--- src/rtl/maze_path_replayer.sv ---
// maze_path_replayer
// Drains the 2-bit move stack into a local path buffer, then replays the
// moves oldest-first on a valid/ready stream with the running (x, y) cell.
// Build option: define MAZE_PATH_REPLAYER_COORD_EN to include the cursor;
// without it out_x/out_y are tied to 0 and everything else is unchanged.
module maze_path_replayer #(
    parameter int unsigned DEPTH   = 256,
    parameter int unsigned COORD_W = 4,
    parameter int unsigned START_X = 0,
    parameter int unsigned START_Y = 0
) (
    input  logic                     clk,
    input  logic                     rst,
    input  logic                     start,
    input  logic                     stk_empty,
    input  logic [1:0]               stk_data,
    output logic                     stk_pop,
    output logic                     out_valid,
    input  logic                     out_ready,
    output logic [1:0]               out_dir,
    output logic [COORD_W-1:0]       out_x,
    output logic [COORD_W-1:0]       out_y,
    output logic                     out_last,
    output logic [$clog2(DEPTH):0]   path_len,
    output logic                     overflow,
    output logic                     busy,
    output logic                     done
);

    localparam int unsigned IDX_W = $clog2(DEPTH);
    localparam int unsigned LEN_W = $clog2(DEPTH) + 1;

    typedef enum logic [2:0] {
        ST_IDLE,
        ST_POP,
        ST_CAPTURE,
        ST_REPLAY,
        ST_DONE
    } state_e;

    state_e             state_q;
    logic [LEN_W-1:0]   len_q;
    logic [IDX_W-1:0]   idx_q;
    logic [1:0]         dir_q;
    logic               valid_q;
    logic               last_q;
    logic               ovf_q;
    logic               done_q;
    logic [1:0]         path_q [DEPTH];

    logic               full_d;
    logic               hs_d;
    logic [IDX_W-1:0]   rd_idx_d;

    assign full_d   = (len_q == LEN_W'(DEPTH));
    assign hs_d     = valid_q & out_ready;
    assign rd_idx_d = IDX_W'(len_q - LEN_W'(1));

    // The pop decision depends on this cycle's stk_empty, so stk_pop is
    // decoded from the state register rather than held in its own flop.
    assign stk_pop   = (state_q == ST_POP) & ~stk_empty & ~full_d;
    assign out_valid = valid_q;
    assign out_dir   = dir_q;
    assign out_last  = last_q;
    assign path_len  = len_q;
    assign overflow  = ovf_q;
    assign busy      = (state_q != ST_IDLE);
    assign done      = done_q;

    // Path buffer: captures the popped move; contents need no reset.
    always_ff @(posedge clk) begin
        if (state_q == ST_CAPTURE) begin
            path_q[len_q[IDX_W-1:0]] <= stk_data;
        end
    end

    // Control FSM: drain the stack, then replay the buffer newest-index-first.
    always_ff @(posedge clk or posedge rst) begin
        if (rst) begin
            state_q <= ST_IDLE;
            len_q   <= '0;
            idx_q   <= '0;
            dir_q   <= '0;
            valid_q <= 1'b0;
            last_q  <= 1'b0;
            ovf_q   <= 1'b0;
            done_q  <= 1'b0;
        end else begin
            done_q <= 1'b0;
            case (state_q)
                ST_IDLE: begin
                    if (start) begin
                        len_q   <= '0;
                        ovf_q   <= 1'b0;
                        state_q <= ST_POP;
                    end
                end
                ST_POP: begin
                    if (stk_empty && (len_q == '0)) begin
                        done_q  <= 1'b1;
                        state_q <= ST_DONE;
                    end else if (stk_empty || full_d) begin
                        // Full with moves still stacked means the path was cut short.
                        if (!stk_empty) begin
                            ovf_q <= 1'b1;
                        end
                        idx_q   <= rd_idx_d;
                        dir_q   <= path_q[rd_idx_d];
                        valid_q <= 1'b1;
                        last_q  <= (len_q == LEN_W'(1));
                        state_q <= ST_REPLAY;
                    end else begin
                        state_q <= ST_CAPTURE;
                    end
                end
                ST_CAPTURE: begin
                    len_q   <= len_q + LEN_W'(1);
                    state_q <= ST_POP;
                end
                ST_REPLAY: begin
                    if (hs_d) begin
                        if (idx_q == '0) begin
                            valid_q <= 1'b0;
                            last_q  <= 1'b0;
                            done_q  <= 1'b1;
                            state_q <= ST_DONE;
                        end else begin
                            idx_q  <= idx_q - IDX_W'(1);
                            dir_q  <= path_q[idx_q - IDX_W'(1)];
                            last_q <= (idx_q == IDX_W'(1));
                        end
                    end
                end
                ST_DONE: begin
                    state_q <= ST_IDLE;
                end
                default: begin
                    state_q <= ST_IDLE;
                end
            endcase
        end
    end

`ifdef MAZE_PATH_REPLAYER_COORD_EN
    logic [COORD_W-1:0] cur_x_q;
    logic [COORD_W-1:0] cur_y_q;
    logic [COORD_W-1:0] step_x_d;
    logic [COORD_W-1:0] step_y_d;

    // Post-move cell: cursor plus the currently presented move, wrapping.
    always_comb begin
        step_x_d = cur_x_q;
        step_y_d = cur_y_q;
        case (dir_q)
            2'b00:   step_y_d = cur_y_q - COORD_W'(1);
            2'b01:   step_x_d = cur_x_q + COORD_W'(1);
            2'b10:   step_y_d = cur_y_q + COORD_W'(1);
            default: step_x_d = cur_x_q - COORD_W'(1);
        endcase
    end

    // Cursor: reloaded on start, advanced on each accepted beat.
    always_ff @(posedge clk or posedge rst) begin
        if (rst) begin
            cur_x_q <= COORD_W'(START_X);
            cur_y_q <= COORD_W'(START_Y);
        end else if ((state_q == ST_IDLE) && start) begin
            cur_x_q <= COORD_W'(START_X);
            cur_y_q <= COORD_W'(START_Y);
        end else if ((state_q == ST_REPLAY) && hs_d) begin
            cur_x_q <= step_x_d;
            cur_y_q <= step_y_d;
        end
    end

    assign out_x = step_x_d;
    assign out_y = step_y_d;
`else
    logic unused_start;
    assign unused_start = (START_X != 0) ^ (START_Y != 0);
    assign out_x = '0;
    assign out_y = '0;
`endif

endmodule

--- config.mk ---
export PLATFORM = sky130hd
export DESIGN_NAME = maze_path_replayer
export DESIGN_NICKNAME = d
export VERILOG_FILES = /design/src/rtl/maze_path_replayer.sv
export SDC_FILE = /design/constraint.sdc
export NUM_CORES = 1
export LEC_CHECK = 0
export ABC_CLOCK_PERIOD_IN_PS = 4300
export CAP_MARGIN = 40
export CORE_MARGIN = 3
export CORE_UTILIZATION = 30
export CTS_CLUSTER_DIAMETER = 80
export DETAILED_ROUTE_END_ITERATION = 6
export DONT_BUFFER_PORTS = 1
export PLACE_DENSITY = 0.43
export SLEW_MARGIN = 15
export SYNTH_ARGS = -nofsm -noshare
export SYNTH_HDL_FRONTEND = slang
export SYNTH_SLANG_ARGS = --single-unit
--- constraint.sdc ---
create_clock -name clk -period 4.3 [get_ports clk]
set_input_delay 0.43 -clock clk [delete_from_list [all_inputs] [get_ports clk]]
set_output_delay 0.43 -clock clk [all_outputs]
set_load 0.03 [all_outputs]
# Word-level counts from Yosys, hierarchy flattened
# Memories as Yosys holds them, arrays and structs flattened.
# Cells that the tools add are included.
# totals
mem_bits_rw	512
ff_bits	26
n_memories	1
# op_classes
bitwise_logic	5
add_sub_neg	3
n_eq_ne	13
mux	39
reduce_logical	15
# memory_table
memory	words	word_bits	read_ports	rd_ports_with_merged_regs	write_ports	line_no	source
path_q	256	2	2	0	1	49	logic [1:0] path_q [DEPTH];
# ops
operator	count
$mux W8	4
$mux W1	18
$pmux W9 S2	1
$pmux W8 S2	1
$sub A8 B1 Y8 const B	2
$reduce_and A5 Y1	3
$mux W3	4
$ne A2 B2 Y1 const B	6
$pmux W3 S4	1
$add A9 B1 Y9 const B	1
$eq A9 B1 Y1 const B	1
$eq A9 B9 Y1 const B	1
$logic_not A9 Y1	1
$mux W9	1
$eq A8 B1 Y1 const B	1
$logic_not A8 Y1	1
$mux W2	4
$pmux W1 S2	4
$eq A3 B2 Y1 const B	2
$reduce_bool A2 Y1	3
$pmux W2 S2	1
$reduce_and A4 Y1	1
$and A1 B1 Y1	3
$eq A3 B1 Y1 const B	1
8 further kinds	9

# Longest topological paths before layout
# Gate-level depths: netlist (run 1).
# logic_depth
word_depth	5
depth_mapped	18
depth_no_buf	10

# Worst setup path before layout (run 1)
# OpenSTA, ideal clock, no wires.
# synth_path
path_type	register to register
from	register len_q[0] (netlist: path_len[0])
to	register dir_q[1] (netlist: out_dir[1])
setup_time_ns	0.134
stages_incl_launch_ff	15
arrival_time_ns	3.662
slack_ns	0.503
synth_period_minus_slack_ns	3.797
n_path_buf	5
cell_sequence	dfrtp_1 > buf_2 > buf_4 > inv_2 > buf_1 > ha_1 > buf_4 > xor2_4 > buf_4 > mux4_2 > mux2i_1 > a221oi_1 > or3_2 > o311ai_1 > o41ai_2
# synth_between
elab_chain_len	5
elab_cells_between_ends	12
classes_between	add/sub: 1; eq/ne: 3; mux: 3; reduce/logical: 4; memory: 1
# synth_rtl
element	line_no	source
start, declared	42	logic [LEN_W-1:0] len_q;
start signal, assigned	117	len_q <= len_q + LEN_W'(1);
$sub A8 B1 Y8	57	assign rd_idx_d = IDX_W'(len_q - LEN_W'(1));
$mem_v2 Z256 W2	-	
$mux W2	102	end else if (stk_empty || full_d) begin
$mux W2	99	if (stk_empty && (len_q == '0)) begin
$pmux W2 S2	90	case (state_q)
end signal, assigned	108	dir_q <= path_q[rd_idx_d];
end signal, assigned	129	dir_q <= path_q[idx_q - IDX_W'(1)];
end, declared	44	logic [1:0] dir_q;
# Parallel ways exist; a longest one is shown, timed or not. The select of a mux whose other input is x is not followed.
# A chain may end at the register's enable or synchronous reset.

# Worst setup path in the final report (run 1)
# layout_path
from	register len_q[1] (netlist: path_len[1])
to	register dir_q[1] (netlist: out_dir[1])
# The elaborated chain is that of the path after synthesis.

==> metrics.md, run 1 <==
| Metric | Value |
|---|---|
| FMAX | 262 MHz |
| Top FF cell, synth | edfxtp_1 |
| Crit share post-route | 0.888 |
| Power Density | 358 nW/um2 |
| Crit path DAT | 4360 ps |
| Minimum clock period | 3820 ps |
| TritonCTS buffer count | 61 |
| Mapped Cells | 2008 |
| Dpl hpwl | 64.2 mm |
| CTS clk-pin slew, worst paths | 60 ps |
| Mean routed wirelength per cell | 31.1 um |
| Sequential share of the synthesized area | 0.582 |
| Post-route insts no fill | 3246 |
| Layout cells sized above 1 | 0.202 |
| Cell Area, Synth | 27500 um2 |
| Count of different cell masters after synthesis | 81 |
| Die H | 309 um |
| Post-CTS Setup Repair Bufs | 0 |
| Psw | 2.35 mW |
| Share of synthesized registers carrying an async set or reset | 0.0483 |
| Drt drc | 0 |
| Yosys top cell by area | edfxtp_1 |
| Critical path endpoint category | flop |
| Grt ovf | 0 |
| Gr usage total | 0.210 |
| H-tree depth | 2 |
| Clock power frac | 0.479 |
| CP Class | reg -> reg |
| CP Data Required Time | 4840 ps |
| Clock sink total | 538 |
| First-pass GRT wire length | 143 mm |
| Sw frac | 0.209 |
| R2R Setup Slk | 480 ps |
| Initial antenna violation count | 4 |
| Synth area leaders | edfxtp_1 (56%), mux4_2 (14%), nor2_1 (4.1%) |
| DRT Pass-1 Iters | 6 |
| Mean Syn Cell Area | 13.7 um2 |
| Slew Limit Fails | 0 |
| Reg power frac | 0.511 |
| Worst slew pin tran | 922 ps |
| Routed WL | 101 mm |
| Most common cell after layout, fill and taps aside | edfxtp_1 |
| CTS max path bufs | 3 |
| Die area | 95400 um2 |
| Skew final | 10.9 ps |
| Core area | 90600 um2 |
| GPL Wtd Cong | 0.885 |
| CTS tree | done |
| Fin. Hold Viols | 0 |
| Worst Hold Class | in -> reg |
| EDFF count, synth | 512 |
| Setup crit start kind | flop |
| Starting Density | 0.304 |
| Clk_lat worst skew | 640 ps |
| Nets | 2035 |
| Num rows | 110 |
| Root buffer cell | clkbuf_16 |
| Synth Register Bits | 538 |
| Vias | 18700 |
| Leakage | 10.1 nW |
| CP max FO | 33 |
| Internal power | 8.87 mW |
| Die W | 309 um |
| Maximum VDD drop | 0.000290 V |
| ANT cells | 0 |
| I/O Buffers | 0 |
| Maxcap violations | 0 |
| Worst slew margin | 0.382 |
| Vias in the first global route | 19000 |
| DP Cell Count | 3126 |
| Commonest cells after routing, fill and taps aside | edfxtp_1 (512), nor2_1 (300), nand2_1 (289) |
| Share of the synthesized area in the top cell type | 0.559 |
| DRT iter0 DRCs | 2308 |
| Ys Warns | 0 |
| Ports | 32 |
| # fillers | 8820 |
| Final setup viols | 0 |
| Largest net degree at the start of global routing | 163 |
| Logic pwr share | 0.010 |
| TNS Setup | 0 ps |
| Layout area overhead | 13.8% |
| Outcome | complete, no violations |
| Post-DRT Antenna Nets | 0 |
| Unrepaired setup endpoints after global routing | no |
| Vias/cell | 5.76 |
==> synthesized netlist by cell type (16+ instances only) <==
cell type / instances
buf_4: 24
nand4_1: 17
mux4_2: 175
nor2_1: 302
a21oi_1: 21
nand2_1: 291
a31oi_1: 22
buf_2: 35
mux2i_1: 81
clkbuf_1: 77
dfrtp_1: 26
mux4_1: 18
edfxtp_1: 512
o21ai_0: 30
nor3_1: 23
a32oi_1: 28
nand3_1: 86
a221oi_1: 16
==> worst max-delay path, stage by stage (launching register included) <==
cell	delay, ps
dfrtp_1	370
inv_1	70
buf_4	150
ha_4	560
buf_12	300
buf_4	330
mux4_2	290
nor3_1	60
nor4_1	660
o41ai_1	220
a2111o_1	470
o41ai_2	200
==> registers in the layout (all words and copies together), names as in the netlist <==
signal	flops
overflow	1
out_last	1
path_len	9
idx_q	8
done	1
out_dir	2
state_q	3
path_q	512
out_valid	1
==> final timing paths <==
path,start,to,cells past startpoint
min reg2reg,idx_q[7],idx_q[7],2
max in group asynchronous,rst,idx_q[0],2
min,stk_empty,overflow,3
max,path_len[1],out_dir[1],11
max reg2reg,path_len[1],out_dir[1],11
min in group asynchronous,rst,out_last,2
==> power by group through the flow <==
stage / Combinational (mW) / Clock, mW / Sequential, mW
global placement: 0.0163 / 0 / 5.84
floorplan: 0.0193 / 0 / 5.85
global route: 0.122 / 5.66 / 5.73
detailed placement: 0.0162 / 0 / 5.84
finish: 0.112 / 5.37 / 5.73
CTS: 0.115 / 5.47 / 5.73
==> area by class of cell <==
cell class | count | area, um2 | share of cell area
clock buffers | 71 | 1590 | 0.0506
clock inverters | 42 | 454 | 0.0145
well taps | 1176 | 1470 | 0.0470
flip-flops and latches | 538 | 16000 | 0.512
repair buffers | 108 | 1130 | 0.0361
inverters | 9 | 33.8 | 0.00108
multi-input cells | 1302 | 10600 | 0.339
==> stage by stage <==
step                      setup WS, ps  utilization  hold slack (ps)  power [mW]  area [um2]
final                              482        0.346             56.0        11.2       31300
after global routing               291        0.346             85.1        11.5       31300
after CTS                          492        0.346             29.7        11.3       31300
after detailed placement           479        0.322              436        5.86       29100
after global placement             521        0.321              527        5.86       29100
after floorplan                    503            -              470        5.86       27600
==> kinds of logic (layout without fill, tap and decap cells) <==
| logic type | after synthesis | count (layout) | synth area share |
|---|---|---|---|
| AOI/OAI and AO/OA | 191 | 191 | 0.0507 |
| muxes | 288 | 288 | 0.197 |
| buffers and inverters | 175 | 230 | 0.0372 |
| DFF | 538 | 538 | 0.582 |
| xor gates and xnor gates | 18 | 18 | 0.00695 |
| adders and majority gates | 8 | 8 | 0.00364 |
| other | 1 | 8 | 0.000136 |
| and+or+nand+nor | 789 | 789 | 0.123 |
==> routing by layer <==
metal	track usage	routed length [um]
met1	0.288	42200
met2	0.340	47200
met3	0.0366	7990
met4	0.0692	3530
met5	0	8
==> timing repair <==
item / 4_1_cts / 5_1_grt
gates resized for setup: 0 / 0
hold buffers: 7 / 0
hold endpoints to repair: 298 / 0
Power figures use the tool's default switching activity.
==> inputs of run 2 (changes only) <==
SLEW_MARGIN = not set   (was 15)
==> run 2 against run 1 <==
Net effect: register-to-register slack about the same; clock skew up 4.3 ps; power down 1.6%; maximum frequency about the same; global-route usage up 0.21 points; non-clock buffer count up 3; worst setup slack worse by 1.1 ps; highest routed layer is now met4.
==> metrics.md, run 2 (synthesis results as in run 1) <==
| Metric | Value |
|---|---|
| Outcome | complete, no violations |
| Routed WL | 102 mm |
| Num rows | 110 |
| Grt ovf | 0 |
| Commonest cells after routing, fill and taps aside | edfxtp_1 (512), nor2_1 (300), nand2_1 (289) |
| Unrepaired setup endpoints after global routing | no |
| Clock sink total | 538 |
| Crit-path cells | inv_1, buf_4, ha_4, buf_12, buf_4, mux4_2, nor3_1, nor4_1, o41ai_1, a2111o_1, o41ai_2 |
| Starting Density | 0.304 |
| Layout area overhead | 13.6% |
| Crit path DAT | 4350 ps |
| CTS clk-pin slew, worst paths | 60 ps |
| Reg power frac | 0.520 |
| CP Data Required Time | 4830 ps |
| Post-DRT Antenna Nets | 0 |
| CP Class | reg -> reg |
| Drt drc | 0 |
| Vias in the first global route | 18800 |
| CTS tree | done |
| Mean routed wirelength per cell | 31.4 um |
| Logic pwr share | 0.011 |
| Maximum VDD drop | 0.000288 V |
| R2R Setup Slk | 480 ps |
| Maxcap violations | 0 |
| Root buffer cell | clkbuf_16 |
| Largest net degree at the start of global routing | 214 |
| Max stage delay on crit path | 590 ps |
| # fillers | 8826 |
| Final Power | 11.0 mW |
| Setup crit start kind | flop |
| Initial antenna violation count | 3 |
| H-tree depth | 2 |
| Worst slew pin tran | 998 ps |
| Dpl hpwl | 64.4 mm |
| Delay-heaviest family, CP | compound AO/OA/AOI/OAI gates |
| Slew Limit Fails | 0 |
| I/O Buffers | 0 |
| Nets | 2038 |
| Fin. Hold Viols | 0 |
| Crit path buf inv count | 4 |
| Worst Hold Class | in -> reg |
| Layout cells sized above 1 | 0.199 |
| Skew final | 15.2 ps |
| Vias | 18900 |
| Die area | 95400 um2 |
| CTS max path bufs | 3 |
| Gr usage total | 0.212 |
| GPL Wtd Cong | 0.885 |
| Cts repair resizes | 0 |
| TritonCTS buffer count | 61 |
| Most frequent CP cell | buf_4 |
| Most common cell after layout, fill and taps aside | edfxtp_1 |
| Slowest CP cell | nor4_1 |
| Ports | 32 |
| Minimum clock period | 3820 ps |
| First-pass GRT wire length | 144 mm |
| Psw | 2.31 mW |
| Leakage | 10.1 nW |
| Internal power | 8.73 mW |
| Max reg flops | 512 |
| Power Density | 353 nW/um2 |
| Die W | 309 um |
| DRT Pass-1 Iters | 5 |
| Critical path endpoint category | flop |
| DRT iter0 DRCs | 2328 |
| FMAX | 262 MHz |
| Final setup viols | 0 |
| Die H | 309 um |
| CP max FO | 33 |
| Clock power frac | 0.470 |
| Worst slew margin | 0.335 |
| Core area | 90600 um2 |
| Crit share post-route | 0.888 |
| TNS Setup | 0 ps |
| Clk_lat worst skew | 650 ps |
| Sw frac | 0.210 |
| Vias/cell | 5.80 |
run 2: cell count changes in the layout (fill, tap and decap cells not counted), moves of 2 or more:
| cell | previous run | this run |
|---|---|---|
| clkbuf_1 | 9 | 19 |
| clkinvlp_4 | 5 | 2 |
| dlygate4sd3_1 | 2 | 4 |
| bufinv_16 | 8 | 6 |
| clkinv_1 | 14 | 11 |
run 2: power by group through the flow:
stage,clock [mW],sequential (mW),combinational [mW]
after detailed placement,0,5.84,0.0194
after global placement,0,5.84,0.0163
final,5.19,5.73,0.118
after floorplan,0,5.85,0.0193
after CTS,5.27,5.73,0.122
after global routing,5.48,5.73,0.129
run 2: worst paths after layout:
| check | start | end | cells after the start |
|---|---|---|---|
| min reg2reg | idx_q[7] | idx_q[7] | 2 |
| min in group asynchronous | rst | done | 2 |
| max | path_len[1] | out_dir[1] | 11 |
| max reg2reg | path_len[1] | out_dir[1] | 11 |
| max in group asynchronous | rst | idx_q[0] | 3 |
| min | stk_empty | overflow | 3 |
run 2: routing by layer:
metal	up-vias	wire length [um]	global-route usage
met1	9983	43500	0.297
li1	7820	-	-
met5	-	0	0
met3	154	7050	0.0268
met2	911	48100	0.345
met4	0	3350	0.0673
run 2: repair_timing:
item                                   4_1_cts  5_1_grt
setup endpoints to repair                    0        0
endpoints found under the hold margin      337        0
hold buffers                                 9        0
buffers inserted                             0        0
run 2: per-stage QoR:
| stage | area [um2] | util | setup WS [ps] | std cells | hold slack [ps] |
|---|---|---|---|---|---|
| floorplan | 27600 | - | 503 | 2015 | 470 |
| detailed placement | 29200 | 0.322 | 463 | 3127 | 472 |
| global route | 31300 | 0.345 | 373 | 3250 | 76.2 |
| global placement | 29100 | 0.321 | 521 | 3122 | 527 |
| finish | 31300 | 0.345 | 481 | 3251 | 57.0 |
| CTS | 31300 | 0.345 | 428 | 3250 | 27.8 |
run 2: worst register-to-register path, cell delays in order (launching register included):
cell and delay [ps]:
dfrtp_1 370, inv_1 80, buf_4 150, ha_4 570, buf_12 330, buf_4 340
mux4_2 310, nor3_1 60, nor4_1 590, o41ai_1 230, a2111o_1 470, o41ai_2 230
run 2: final cells by class:
class	count	area, um2	area share
antenna	1	2.50	0.0000800
clock buffer	80	1600	0.0511
clock inverter	34	348	0.0111
inverter	9	33.8	0.00108
multi-input combinational	1302	10600	0.339
sequential	538	16000	0.513
tap	1176	1470	0.0471
timing repair buffer	111	1170	0.0374
